--- src/rtl/regfile_dump_reader.sv ---
// regfile_dump_reader
//   Debug-side reader for the register file's synchronous read port 1.
//   After a start pulse it reads every architectural register in ascending
//   index order, one at a time. Each (index, value) pair is streamed out over
//   a valid/ready handshake.
//
// Ports:
//   clk, rst_n   clock (rising edge), asynchronous active-low reset
//   start        dump request, sampled only while idle
//   busy         dump in progress (ISSUE .. DONE inclusive)
//   done         one-cycle pulse after the last pair is accepted
//   rf_rs1       read address driven to register file port 1
//   rf_we        register file write-enable; a read is captured only when low
//   rf_rd1       register file read data 1 (one-cycle synchronous)
//   dump_valid   output pair valid
//   dump_ready   consumer ready
//   dump_idx     register index of the current pair
//   dump_data    register value of the current pair
module regfile_dump_reader #(
  parameter int unsigned DATA_WIDTH     = 32,
  parameter int unsigned REG_DATA_WIDTH = 5,
  parameter bit          SKIP_X0        = 1'b0
) (
  input  logic                      clk,
  input  logic                      rst_n,
  input  logic                      start,
  output logic                      busy,
  output logic                      done,
  output logic [REG_DATA_WIDTH-1:0] rf_rs1,
  input  logic                      rf_we,
  input  logic [DATA_WIDTH-1:0]     rf_rd1,
  output logic                      dump_valid,
  input  logic                      dump_ready,
  output logic [REG_DATA_WIDTH-1:0] dump_idx,
  output logic [DATA_WIDTH-1:0]     dump_data
);

  localparam logic [REG_DATA_WIDTH-1:0] FIRST_IDX = REG_DATA_WIDTH'(SKIP_X0 ? 1 : 0);
  localparam logic [REG_DATA_WIDTH-1:0] LAST_IDX  = '1;

  typedef enum logic [2:0] {
    IDLE,
    ISSUE,
    CAPT,
    OUT,
    DONE
  } state_t;

  state_t                    state;
  logic [REG_DATA_WIDTH-1:0] idx;

  // rf_rs1 is registered alongside idx so it already equals idx on entry to
  // ISSUE and holds its last value while idle.
  always_ff @(posedge clk or negedge rst_n) begin
    if (!rst_n) begin
      state      <= IDLE;
      idx        <= '0;
      rf_rs1     <= '0;
      busy       <= 1'b0;
      done       <= 1'b0;
      dump_valid <= 1'b0;
      dump_idx   <= '0;
      dump_data  <= '0;
    end else begin
      done <= 1'b0;
      case (state)
        IDLE: begin
          if (start) begin
            idx    <= FIRST_IDX;
            rf_rs1 <= FIRST_IDX;
            busy   <= 1'b1;
            state  <= ISSUE;
          end
        end
        ISSUE: begin
          // The register file blocks the read in any cycle it is writing.
          if (!rf_we) begin
            state <= CAPT;
          end
        end
        CAPT: begin
          dump_data  <= rf_rd1;
          dump_idx   <= idx;
          dump_valid <= 1'b1;
          state      <= OUT;
        end
        OUT: begin
          if (dump_ready) begin
            dump_valid <= 1'b0;
            if (idx == LAST_IDX) begin
              done  <= 1'b1;
              state <= DONE;
            end else begin
              idx    <= idx + 1'b1;
              rf_rs1 <= idx + 1'b1;
              state  <= ISSUE;
            end
          end
        end
        DONE: begin
          busy  <= 1'b0;
          state <= IDLE;
        end
        default: begin
          state <= IDLE;
        end
      endcase
    end
  end

endmodule

--- config.mk ---
export PLATFORM = sky130hd
export DESIGN_NAME = regfile_dump_reader
export DESIGN_NICKNAME = d
export VERILOG_FILES = /design/src/rtl/regfile_dump_reader.sv
export SDC_FILE = /design/constraint.sdc
export NUM_CORES = 1
export LEC_CHECK = 0
export CAP_MARGIN = 15
export CORE_MARGIN = 3
export CORE_UTILIZATION = 40
export DETAILED_ROUTE_END_ITERATION = 8
export PLACE_DENSITY = 0.74
export SETUP_SLACK_MARGIN = 0.15
export SLEW_MARGIN = 30
export SYNTH_ARGS = -nofsm -noshare
export SYNTH_HDL_FRONTEND = slang
export SYNTH_SLANG_ARGS = --single-unit
--- constraint.sdc ---
create_clock -name clk -period 2.95 [get_ports clk]
set_input_delay 0.885 -clock clk [delete_from_list [all_inputs] [get_ports clk]]
set_output_delay 0.885 -clock clk [all_outputs]
set_load 0.01 [all_outputs]
After elaboration in Yosys (flattened, before gate mapping)
Cells that the tools add are included.
{ "word_totals": {"elab_cells": 41, "ram_bits": 0, "regBits": 48, "latch_bits": 0, "romBits": 0, "out_inout_bits": 45, "memories": 0} }
{ "op_classes": {"order_cmp": 0, "div_mod_pow": 0, "mux": 16, "shift": 0, "reduce_logical": 8, "n_addsub": 1, "n_eq_ne": 9, "bitwise": 0, "mul": 0} }
{ "ops": {"columns": ["op", "n"], "rows": [
  ["$mux 5", 3],
  ["$mux 3", 4],
  ["$pmux 3 s4", 1],
  ["$pmux 5 s2", 1],
  ["$ne 2x2->1 const B", 4],
  ["$eq 3x2->1 const B", 2],
  ["$reduce_bool 2->1", 3],
  ["$add 5x1->5 const B", 1],
  ["$eq 5x5->1 const B", 1],
  ["$mux 1", 5],
  ["$pmux 1 s2", 2],
  ["$reduce_and 2->1", 2],
  ["$reduce_and 4->1", 1],
  ["$eq 3x1->1 const B", 1],
  ["$eq 3x3->1 const B", 1],
  ["$logic_not 3->1", 1],
  ["$reduce_and 3->1", 1]
]} }

Logic depth before layout (Yosys ltp)
{ "depth": {"depth_word": 4, "mapped_depth": 6} }

Worst setup path before layout
Ideal clock, no wire load.
{ "synth_timing": {"path_type": "register to register", "startpoint": "reg idx[0]", "endpoint": "reg idx[1]", "setup_ns": 0.079, "t_arrival_ns": 1.661, "path_buffers": 0, "required_time_ns": 2.871, "stages_incl_launch_ff": 7, "path_slack_ns": 1.210, "period_less_slack_ns": 1.740, "path_cell_list": "dfrtp_1 > ha_1 > and3_1 > ha_1 > nand4b_1 > a21oi_4 > mux2i_1"} }
{ "synth_between": {"elab_chain_len": 4, "word_cells_on_any_way": 7, "cone_classes": "1 x add/sub; 2 x eq/ne; 3 x mux; 1 x reduce/logical"} }
{ "synth_rtl": {"columns": ["item", "line_no", "text"], "rows": [
  ["start, declared", "50", "logic [REG_DATA_WIDTH-1:0] idx;"],
  ["start signal, assigned", "94", "idx <= idx + 1'b1;"],
  ["$add 5x1->5", "94", null],
  ["$mux 5", "90", "if (idx == LAST_IDX) begin"],
  ["$mux 5", "88", "if (dump_ready) begin"],
  ["$pmux 5 s2", "66", "case (state)"]
]} }
Parallel ways exist; a longest one is shown, timed or not. The select of a mux whose other input is x is not followed.
A chain may end at the register's enable or synchronous reset.

==> impl_summary.log <==
INFO  metric synth.area.top_cells = sky130_fd_sc_hd__dfrtp_1, sky130_fd_sc_hd__mux2_4, sky130_fd_sc_hd__mux2_2, sky130_fd_sc_hd__buf_12, sky130_fd_sc_hd__and3_1
INFO  metric cts_stage_hold_buffer_count = 0
INFO  metric syn-instance-count = 133
INFO  metric dr.first_iter.drc_count = 31
INFO  metric fin_crit = ~2.2 ns
INFO  metric synthXorXnorAreaFrac = 0
INFO  metric fraction_of_power_consumed_by_combinational_cells = 0.478
INFO  metric crit_path_end_kind = output pin
INFO  metric max_cap_violations = 0
INFO  metric outcome = finished clean
INFO  metric grt_usage = 0.151
INFO  metric synth.largest_area_cell = sky130_fd_sc_hd__dfrtp_1
INFO  metric initial_utilization = 0.424
INFO  metric cts.reportedPaths.clkPinSlew = 0.08 ns
INFO  metric drc = 0
INFO  metric main_combinational_cell_family_by_area_after_synthesis = multiplexers
INFO  metric area.sequential = 1200 um^2
INFO  metric yosys-mux-area-fraction = 0.253
INFO  metric yosysUniqueCellTypes = 27
INFO  metric io_buffer_count = 81
INFO  metric grt_start_max_net_pins = 39
INFO  metric cts_tree = yes
INFO  metric drive_above_1_share = 0.239
INFO  metric cts.sinks = 48
INFO  metric worst_setup_path_start_kind = flip-flop
INFO  metric fin_setup_tns = 0 ns
INFO  metric mapped_avg_cell_area = 15.4 um^2
INFO  metric rsz0062_at_grt = false
INFO  metric power_dens_cells = 1050 nW/um^2
INFO  metric final_util = 0.619
INFO  metric die-height = a little under 80 um
INFO  metric n_antenna_cell = 0
INFO  metric fin_nets = ~260
INFO  metric area.growth.synth_to_final = 46.0%
INFO  metric routed_via_density = 4.69
INFO  metric cts-root-to-sink-buffers = 2
INFO  metric drt-wirelength-per-cell = roughly 15 um
INFO  metric crit_buf_inv = 1
INFO  metric worst_clock_skew = 0.00685 ns
INFO  metric inserted_clock_buffers = 5
INFO  metric filler_cell_count = 401
INFO  metric power.share.clock = 0.145
INFO  metric dp_worst_setup_slack = 0.669 ns
INFO  metric worst_hold_slack = 0.488 ns
INFO  metric worstReg2RegStart = idx[0]$_DFFE_PN0P_
INFO  metric rrSetupSlack = 1.04 ns
INFO  metric dpl.hpwl = 3.03 mm
INFO  metric top_level_i_o_count = 82
INFO  metric design.core.area = approximately 4800 um^2
INFO  metric postcts_resize_cnt = 0
INFO  metric instance_area_after_placement = 2890 um^2
INFO  metric cts_htree_levels = 2
INFO  metric grt_antenna_before_repair = 0
INFO  metric slew-limit-headroom = 0.549
INFO  metric clock.fmax = around 0.45 GHz
INFO  metric dieWidth = 77.7 um
INFO  metric total_leakage_power = about 0.0013 uW
INFO  metric critical_path.top_delay_family = buffers and inverters
INFO  metric clockRootBuffer = sky130_fd_sc_hd__clkbuf_8
INFO  metric cts_post_setup_buffers_inserted = 0
INFO  metric synth_compound_area_frac = 0.0353
INFO  metric p_seq_frac = 0.377
INFO  metric yosys.area.top_type_share = 0.585
INFO  metric drtAntennaViolNets = 0
INFO  metric core.rowCount = 25
INFO  metric die-area = 6030 um^2
INFO  metric ys_warn_count = 0
INFO  metric largest_stage_delay_worst_path = 0.58 ns
INFO  metric endpoint_of_the_worst_setup_timing_path = rf_rs1[2]
INFO  metric gpl.final_weighted_congestion = 0.714
INFO  metric crit-reg2reg-capture = idx[4]$_DFFE_PN0P_
INFO  metric cp.depth = 1
INFO  metric synthAdderAreaFrac = 0.0122
INFO  metric worst_setup_path_startpoint = idx[2]$_DFFE_PN0P_
INFO  metric postSynthNetCount = 172
INFO  metric final_area = between 3000 and 4000 um^2
INFO  metric drv_slew = 0
INFO  metric multiInputGateArea = 757 um^2
INFO  metric routed_wirelength = around 4.2 mm
INFO  metric synthesis_stage_register_bit_count = 48
INFO  metric final_min_period_over_clock_period = 0.753
INFO  metric worst_path_max_delay_cell = sky130_fd_sc_hd__clkdlybuf4s50_1
INFO  metric timing.reg2reg.worst_path_depth = 6
INFO  metric net-switching-power = approximately 940 uW
INFO  metric power.share.switching = 0.300
INFO  metric grt_overflow_total = 0
INFO  metric p_int = 2200 uW
INFO  metric irDropWorstVdd = 484 uV
INFO  metric critical_path_cell_list = clkdlybuf4s50_1
INFO  metric sequential_to_total_area_share_from_yosys_stat = 0.585
INFO  metric drt_first_pass_iters = 4
INFO  metric category_of_the_critical_setup_timing_path = flip-flop to output pin
INFO  metric critical_path_arrival = 1.34 ns
INFO  metric first_global_vias = 1417
INFO  metric synthSimpleGateAreaFrac = 0.0652
INFO  metric critical_path.max_fanout = 6
INFO  metric grt_first_pass_wirelength = 7.08 mm
INFO  metric dr_total_vias = roughly 1300
INFO  metric final_hold_viol_count = 0
INFO  metric hold_path_class = flip-flop to flip-flop
INFO  metric setup_viol_count_final = 0
INFO  metric post_synth_instance_area = between 2000 and 2500 um^2
INFO  metric clk-insertion-delay-late = 0.29 ns
INFO  metric cp_data_required_time = 2.07 ns
INFO  metric worst_slack = ~0.73 ns
INFO  metric worst_pin_slew = between 0.6 and 0.7 ns
-- worst min path at each step --
stage	endpoint	cells after the start	from
finish	dump_valid$_DFFE_PN0P_	1	dump_valid$_DFFE_PN0P_
global route	dump_valid$_DFFE_PN0P_	1	dump_valid$_DFFE_PN0P_
CTS	dump_valid$_DFFE_PN0P_	1	dump_valid$_DFFE_PN0P_
detailed placement	dump_valid$_DFFE_PN0P_	1	dump_valid$_DFFE_PN0P_
global placement	dump_valid$_DFFE_PN0P_	1	dump_valid$_DFFE_PN0P_
floorplan	dump_valid$_DFFE_PN0P_	1	dump_valid$_DFFE_PN0P_
-- worst register-to-register path, stage by stage, from the launching register on --
cell,delay (ns)
sky130_fd_sc_hd__dfrtp_1,0.46
sky130_fd_sc_hd__ha_1,0.25
sky130_fd_sc_hd__and3_1,0.19
sky130_fd_sc_hd__ha_1,0.22
sky130_fd_sc_hd__nand4b_1,0.24
sky130_fd_sc_hd__a21oi_4,0.27
sky130_fd_sc_hd__mux2i_1,0.21
-- cells in the final DEF, fill, tap and decap left out, drive strengths merged, types with 3 or more instances in the layout --
cell | netlist | final
mux2 | 38 | 38
inv | 6 | 6
and3 | 4 | 4
buf | 7 | 4
a21oi | 4 | 4
clkdlybuf4s50 | 0 | 80
nand4 | 3 | 3
clkbuf | 0 | 6
nand3b | 3 | 3
dfrtp | 48 | 48
-- cells by family (layout without fill, tap and decap cells) --
group / after synthesis / in the layout
AOI/OAI and AO/OA: 10 / 10
muxes: 40 / 40
DFF: 48 / 48
and+or+nand+nor: 20 / 20
adders and majority gates: 2 / 2
buffers and inverters: 13 / 98
-- through the flow --
| step | std cells | total power (uW) |
|---|---|---|
| 6_report | 285 | 3140 |
| 5_1_grt | 285 | 3350 |
| 4_1_cts | 285 | 3190 |
| 3_5_place_dp | 277 | 2710 |
| 3_3_place_gp | 277 | 2690 |
| 2_1_floorplan | 133 | 1990 |
-- registers in the layout, summed over array words and instances, names as in the netlist --
| register | count |
|---|---|
| dump_data | 32 |
| dump_idx | 5 |
| idx | 5 |
| done | 1 |
| dump_valid | 1 |
| state | 3 |
| busy | 1 |
-- per-layer routing --
| layer | track usage | wire, um | up-vias |
|---|---|---|---|
| li1 | - | - | 634 |
| met1 | 0.190 | 1820 | 661 |
| met2 | 0.249 | 2160 | 38 |
| met3 | 0.0418 | 212 | 5 |
| met4 | 0.0534 | 53 | 0 |
| met5 | 0 | 0 | - |
-- cell type report --
| class | count | area share |
|---|---|---|
| sequential | 48 | 0.400 |
| inverter | 6 | 0.00751 |
| timing repair buffer | 84 | 0.276 |
| multi-input combinational | 72 | 0.252 |
| clock inverter | 2 | 0.0117 |
| tap | 67 | 0.0279 |
| clock buffer | 6 | 0.0242 |
-- Yosys cell counts --
cell type / instances
sky130_fd_sc_hd__dfrtp_1: 48
sky130_fd_sc_hd__mux2_2: 19
sky130_fd_sc_hd__mux2_4: 19
sky130_fd_sc_hd__inv_1: 6
sky130_fd_sc_hd__and3_1: 4
sky130_fd_sc_hd__a21oi_1: 3
sky130_fd_sc_hd__nand3b_1: 3
sky130_fd_sc_hd__nand4_1: 3
sky130_fd_sc_hd__buf_12: 2
sky130_fd_sc_hd__buf_2: 2
sky130_fd_sc_hd__buf_6: 2
sky130_fd_sc_hd__ha_1: 2
sky130_fd_sc_hd__mux2i_1: 2
sky130_fd_sc_hd__nand2_1: 2
sky130_fd_sc_hd__nor2_1: 2
sky130_fd_sc_hd__o211ai_1: 2
sky130_fd_sc_hd__o21ai_0: 2
sky130_fd_sc_hd__a21o_1: 1
sky130_fd_sc_hd__a21oi_4: 1
sky130_fd_sc_hd__a311oi_1: 1
sky130_fd_sc_hd__and3b_1: 1
sky130_fd_sc_hd__buf_4: 1
sky130_fd_sc_hd__nand3_1: 1
sky130_fd_sc_hd__nand4b_1: 1
sky130_fd_sc_hd__nor2b_1: 1
sky130_fd_sc_hd__nor3b_2: 1
sky130_fd_sc_hd__or3b_4: 1
-- power by group through the flow --
stage / clock [uW] / sequential (uW) / combinational, uW
after floorplan: 0 / 1290 / 696
after global placement: 0 / 1180 / 1500
after detailed placement: 0 / 1190 / 1520
after CTS: 474 / 1180 / 1530
after global routing: 503 / 1240 / 1610
final: 456 / 1180 / 1500
Note: power is estimated with default switching activity, not from simulation.
